[src/rtl/piso_tx_ctrl.sv]
// piso_tx_ctrl: accepts parallel words over a valid/ready handshake, buffers
// one word, and shifts it out MSB-first at DIV clocks per bit. A buffered word
// is loaded in the last clock of the previous word, so frames stream with no
// idle bit between them.
module piso_tx_ctrl #(
  parameter int WIDTH = 8,
  parameter int DIV   = 4
) (
  input  logic             clk,
  input  logic             reset_n,
  input  logic             s_valid,
  input  logic [WIDTH-1:0] s_data,
  output logic             s_ready,
  output logic             sdo,
  output logic             sen,
  output logic             bit_tick,
  output logic             done
);

  localparam int CW = (WIDTH > 1) ? $clog2(WIDTH) : 1;
  localparam int DW = (DIV > 1) ? $clog2(DIV) : 1;

  localparam logic [0:0] ST_IDLE  = 1'b0;
  localparam logic [0:0] ST_SHIFT = 1'b1;

  localparam logic [CW-1:0] BIT_LAST = CW'(WIDTH - 1);
  localparam logic [CW-1:0] BIT_ONE  = CW'(1);
  localparam logic [DW-1:0] DIV_LAST = DW'(DIV - 1);
  localparam logic [DW-1:0] DIV_ONE  = DW'(1);

  logic [0:0]       state_r;
  logic [0:0]       state_nxt_s;
  logic [WIDTH-1:0] sr_r;
  logic [WIDTH-1:0] sr_nxt_s;
  logic [CW-1:0]    bit_cnt_r;
  logic [CW-1:0]    bit_cnt_nxt_s;
  logic [DW-1:0]    div_cnt_r;
  logic [DW-1:0]    div_cnt_nxt_s;
  logic             hold_valid_r;
  logic             hold_valid_nxt_s;
  logic [WIDTH-1:0] hold_data_r;

  logic             handshake_s;
  logic             load_s;
  logic             in_shift_s;
  logic             div_last_s;
  logic             bit_last_s;

  assign in_shift_s  = (state_r == ST_SHIFT);
  assign div_last_s  = (div_cnt_r == DIV_LAST);
  assign bit_last_s  = (bit_cnt_r == BIT_LAST);
  // A handshake needs an empty buffer and a load needs a full one, so the two
  // can never coincide.
  assign handshake_s = s_valid & ~hold_valid_r;

  // Sequencer: load from the holding register, divide the clock, shift bits.
  always_comb begin
    state_nxt_s   = state_r;
    sr_nxt_s      = sr_r;
    bit_cnt_nxt_s = bit_cnt_r;
    div_cnt_nxt_s = div_cnt_r;
    load_s        = 1'b0;
    case (state_r)
      ST_IDLE: begin
        if (hold_valid_r) begin
          load_s        = 1'b1;
          state_nxt_s   = ST_SHIFT;
          sr_nxt_s      = hold_data_r;
          bit_cnt_nxt_s = '0;
          div_cnt_nxt_s = '0;
        end else begin
          state_nxt_s   = ST_IDLE;
        end
      end
      ST_SHIFT: begin
        if (div_last_s) begin
          div_cnt_nxt_s = '0;
          if (!bit_last_s) begin
            sr_nxt_s      = {sr_r[WIDTH-2:0], 1'b0};
            bit_cnt_nxt_s = bit_cnt_r + BIT_ONE;
          end else if (hold_valid_r) begin
            // Next word follows on the very next clock: no gap bit.
            load_s        = 1'b1;
            state_nxt_s   = ST_SHIFT;
            sr_nxt_s      = hold_data_r;
            bit_cnt_nxt_s = '0;
          end else begin
            state_nxt_s   = ST_IDLE;
            sr_nxt_s      = '0;
            bit_cnt_nxt_s = '0;
          end
        end else begin
          div_cnt_nxt_s = div_cnt_r + DIV_ONE;
        end
      end
      default: begin
        state_nxt_s   = ST_IDLE;
        sr_nxt_s      = '0;
        bit_cnt_nxt_s = '0;
        div_cnt_nxt_s = '0;
      end
    endcase
  end

  // Holding-register occupancy: set by a handshake, cleared by a load.
  always_comb begin
    if (handshake_s) begin
      hold_valid_nxt_s = 1'b1;
    end else if (load_s) begin
      hold_valid_nxt_s = 1'b0;
    end else begin
      hold_valid_nxt_s = hold_valid_r;
    end
  end

  // Sequencer state registers; reset discards the frame and the buffered word.
  always_ff @(posedge clk or negedge reset_n) begin
    if (!reset_n) begin
      state_r      <= ST_IDLE;
      sr_r         <= '0;
      bit_cnt_r    <= '0;
      div_cnt_r    <= '0;
      hold_valid_r <= 1'b0;
    end else begin
      state_r      <= state_nxt_s;
      sr_r         <= sr_nxt_s;
      bit_cnt_r    <= bit_cnt_nxt_s;
      div_cnt_r    <= div_cnt_nxt_s;
      hold_valid_r <= hold_valid_nxt_s;
    end
  end

  // Holding data captures the source word on a handshake.
  always_ff @(posedge clk or negedge reset_n) begin
    if (!reset_n) begin
      hold_data_r <= '0;
    end else if (handshake_s) begin
      hold_data_r <= s_data;
    end else begin
      hold_data_r <= hold_data_r;
    end
  end

  // Outputs decode registered state only, so they drop at once on reset.
  assign s_ready  = ~hold_valid_r;
  assign sen      = in_shift_s;
  assign sdo      = in_shift_s & sr_r[WIDTH-1];
  assign bit_tick = in_shift_s & div_last_s;
  assign done     = in_shift_s & div_last_s & bit_last_s;

endmodule

[config.mk]
export PLATFORM = sky130hd
export DESIGN_NAME = piso_tx_ctrl
export DESIGN_NICKNAME = d
export VERILOG_FILES = /design/src/rtl/piso_tx_ctrl.sv
export SDC_FILE = /design/constraint.sdc
export NUM_CORES = 1
export LEC_CHECK = 0
export CAP_MARGIN = 20
export CORE_MARGIN = 2
export CORE_UTILIZATION = 45
export CTS_BUF_LIST = sky130_fd_sc_hd__clkbuf_4 sky130_fd_sc_hd__clkbuf_8 sky130_fd_sc_hd__clkbuf_16
export DETAILED_ROUTE_END_ITERATION = 7
export GPL_TIMING_DRIVEN = 1
export PLACE_DENSITY_LB_ADDON = 0.2
export SETUP_SLACK_MARGIN = 0.02
export SLEW_MARGIN = 20
export SYNTH_ARGS = -nofsm -noshare
export SYNTH_HDL_FRONTEND = slang
export SYNTH_SLANG_ARGS = --single-unit
[constraint.sdc]
create_clock -name clk -period 3.1 [get_ports clk]
set_clock_uncertainty 0.05 [all_clocks]
set_input_delay 0.62 -clock clk [delete_from_list [all_inputs] [get_ports clk]]
set_output_delay 0.62 -clock clk [all_outputs]
set_load 0.02 [all_outputs]
* Yosys cells after proc, flatten, opt, wreduce, memory -nomap -nowiden
Index checks and enable logic that the tools add are counted.
** Word-level totals
- Output and inout port bits :: 5
- Word-level logic and storage cells :: 41
- Bits in registers :: 23
- Input port bits :: 11
** Cells by class
- Equality and inequality tests :: 4
- Bitwise gates (word level) :: 6
- Reductions and logical operators :: 2
- Mux-type cells :: 21
- Add/subtract/negate cells :: 2
** Operator list (number)
- 2-to-1 mux 8 bit :: 4
- case mux 8 bit (2 select lines) :: 1
- 2-to-1 mux 3 bit :: 3
- 2-to-1 mux 1 bit :: 7
- case mux 3 bit (2 select lines) :: 1
- AND 1 bit :: 4
- 2-to-1 mux 2 bit :: 2
- case mux 1 bit (2 select lines) :: 2
- case mux 2 bit (2 select lines) :: 1
- adder 3 x 1 -> 3 bit, second input constant :: 1
- == test 3 bit, second input constant :: 1
- adder 2 x 1 -> 2 bit, second input constant :: 1
- == test 2 bit, second input constant :: 1
- != test 2 x 1 -> 1 bit, second input constant :: 1
- != test 2 bit, second input constant :: 1
- inverter 1 bit :: 2
- AND reduction 2 bit :: 1
- nonzero test 2 bit :: 1

* Depth between registers and ports, before layout
- Depth after elaboration :: 6
- Gate-level depth with buffers :: 5
- Gate-level depth less buffers :: 5

* Worst setup path after synthesis
OpenSTA, ideal clock, no wires.
- Kind :: reg-to-output
- Start :: register bit_cnt_r[0]
- End :: output done
- Data arrival time :: 1.031 ns
- Setup slack :: 1.399 ns
- Stages on the path, launching flop included :: 4
- Buffers on the path :: 0
- Required time :: 2.430 ns
- Path through :: dfrtp_1 ha_1 ha_1 and3_1
** Between the ends
- Cells in the longest elaborated chain, start to end :: 2
** Ends and longest elaborated chain
- from (decl) :: line 35 : logic [CW-1:0] bit_cnt_r;
- from (signal assigned) :: line 127 : bit_cnt_r <= bit_cnt_nxt_s;
- == test 3 bit :: line 51 : assign bit_last_s = (bit_cnt_r == BIT_LAST);
- AND 1 bit :: line 149 : assign done = in_shift_s & div_last_s & bit_last_s;
- to (decl) :: line 17 : output logic done
Every way passes these cells.

* Worst setup path in the final report
Ends and elaborated chain as after synthesis.

==> metrics.txt <==
Clock Latency Late Sink 0.31 ns; post-synthesis average cell area 13.3 sq um; postcts setup bufs 0; post-synthesis mux area share 13.4%; CORE AREA 2190 sq um; CTS H-tree depth 1; largest net degree at the start of global routing 24; Post-synth top cells dfrtp_1, and3_1, a221o_1; Synth Area in XOR/XNOR 0%; post-synth top area cell dfrtp_1; Setup crit end kind primary output; Synth cell types 25; clock buffer count from CTS 3; Post-Syn Area 1030 sq um; Reg2Reg Setup Slack 1.33 ns; FF-to-FF End sr_r[2]$_DFFE_PN0P_; Compound-Gate Fraction of Synth Area 13.0%; Critical Path Source bit_cnt_r[0]$_DFFE_PN0P_; Final Cycle Share 83.5%; Net count, final 110; RR Startpoint bit_cnt_r[0]$_DFFE_PN0P_; Boundary Pins 16; Clock Tree Buf Depth 2; #FFs+latches synth 23; Synth area leaders dfrtp_1, a221o_1, mux2_2; number of port buffers 15; CP Class reg2out; Iter 0 DRT Violations 9; setup TNS 0 ns; # diodes 0; critical path required time 2.43 ns; Post-Synth Adder-Cell Area 3.65%; wire length of the first global-routing pass 2970 microns; Reg clk slew, reported paths 0.12 ns; Power Dens Cells 745 nW/um^2; area grow syn2layout 19.9%; Slew Limit Fails 0; EDFF count, synth 0; Resize count post-CTS 0; Max FO, Critical Path 6; simple-gate share of the synthesized area 10.8%; status finished, final reports clean; power consumption 0.917 mW; hold path cells 1; leakage power 0.592 nW; worst min path class reg2reg; relative slew slack 71.4%; CTS tree built; DIE WIDTH 51.8 microns; Syn. warnings 0; ys flop type dfrtp_1; drt first pass iters 4; Int Pwr 0.636 mW; top-area cell type share of the netlist area 56.0%; syn_nets 91; Gate Count Post-Synth 77; Seq/Total Area, Yosys 56.0%; die area 2680 sq um; GP Congestion 0.740; clock power share 15.0%; pin slew with the least headroom to its limit 0.429 ns; routed length on met1 841 microns; reg2reg path depth 5; part of the power in registers 53.3%; vias in the first global route 675; Fin. Hold Viols 0; initial core utilization 46.9%; VDD IR max 0.000384 V; Async S/R FF share, synth 100%; CTS root buf clkbuf_4; WL/cell 14.4 microns; site row count 17; vias per cell 5.56; min Tclk post-route 2.59 ns; HP Start hold_data_r[0]$_DFFE_PN0P_; Total Wirelength 1770 microns; switching part of the total 30.7%; switching power 0.281 mW; metal3 WL 49 microns; max cap viols 0; most repeated cell in the gate-level netlist after synthesis dfrtp_1; vias 684; uppermost layer routed met4; All-Layer GR Usage 15.7%; CTS sink count 23; fmax 386 MHz; fraction of layout cells with a size suffix above 1 14.7%; Die Y 51.8 microns; Final HPWL DP 1240 microns; Logic pwr share 31.7%; grt total ovfl 0; Filler Cells Inserted 208; ANT nets after route 0; hold endpoint hold_data_r[0]$_DFFE_PN0P_; CTS Hold Bufs 0; met2 WL 829 microns; crit path DAT 1.92 ns; Final setup viols 0; largest family of logic cells by synthesized area multiplexers; Critical Path Start Type flip-flop; DR DRC count 0; RSZ-0062 raised after global routing false; initial antenna violation count 0
[worst max-delay path by stage]
stage	to	slack (ns)
after floorplan	done	1.40
after detailed placement	done	0.85
after global placement	done	0.92
final	done	0.51
after CTS	done	0.48
after global routing	bit_tick	0.39
[per-stage QoR]
step | setup slack, ns | cell area, sq um | hold slack, ns | cells | util (%)
after floorplan | 1.40 | 1030 | 0.274 | 77 | -
after global placement | 0.923 | 1200 | 0.420 | 119 | 54.9
after detailed placement | 0.854 | 1200 | 0.426 | 119 | 54.9
after CTS | 0.476 | 1230 | 0.457 | 123 | 56.2
after global routing | 0.387 | 1230 | 0.486 | 123 | 56.2
final | 0.511 | 1230 | 0.455 | 123 | 56.2
[registers in the layout, indices dropped and copies added, names as in the netlist]
signal	count
hold_data_r	8
div_cnt_r	2
sen	1
sr_r	8
hold_valid_r	1
bit_cnt_r	3
[area by class of cell]
class	count	area [sq um]	area share, %
clock inverter	1	5.00	0.407
sequential	23	576	46.7
inverter	2	7.51	0.610
tap	28	35.0	2.85
timing repair buffer	17	165	13.4
clock buffer	3	22.5	1.83
multi-input combinational	49	420	34.1
[metal layers]
metal,vias up,track usage (%)
met5,-,0
li1,324,-
met2,14,25.9
met4,0,10.5
met3,4,3.45
met1,342,18.3
[kinds of logic after synthesis]
kind of cell    after synthesis
simple gates                 20
mux                          11
buf+inv                       5
fa+ha+maj                     3
flops                        23
compound gates               15
[cells in the final DEF (no fill, tap or decap), types with 2 or more instances in the layout]
master / synthesis / final
a22o_1: 5 / 5
inv_1: 2 / 2
buf_4: 1 / 2
and3_1: 7 / 7
mux2_1: 3 / 3
a221o_1: 6 / 6
mux2_2: 5 / 5
nand2_1: 2 / 2
dfrtp_1: 23 / 23
clkbuf_4: 0 / 3
clkdlybuf4s50_1: 0 / 15
nor2b_1: 3 / 3
ha_1: 3 / 3
nor2_1: 4 / 4
[worst max-delay path, cell delays in order, from the launching register on]
cell and delay, ns:
dfrtp_1 0.40, ha_1 0.17, ha_1 0.26, and3_1 0.18
clkdlybuf4s50_1 0.59
[power groups by stage]
stage	combinational [mW]	clock [mW]	sequential, mW
2_1_floorplan	0.223	0	0.472
3_3_place_gp	0.287	0	0.491
3_5_place_dp	0.295	0	0.496
4_1_cts	0.296	0.145	0.490
5_1_grt	0.323	0.150	0.503
6_report	0.290	0.138	0.489
(Power assumes the default switching activity.)
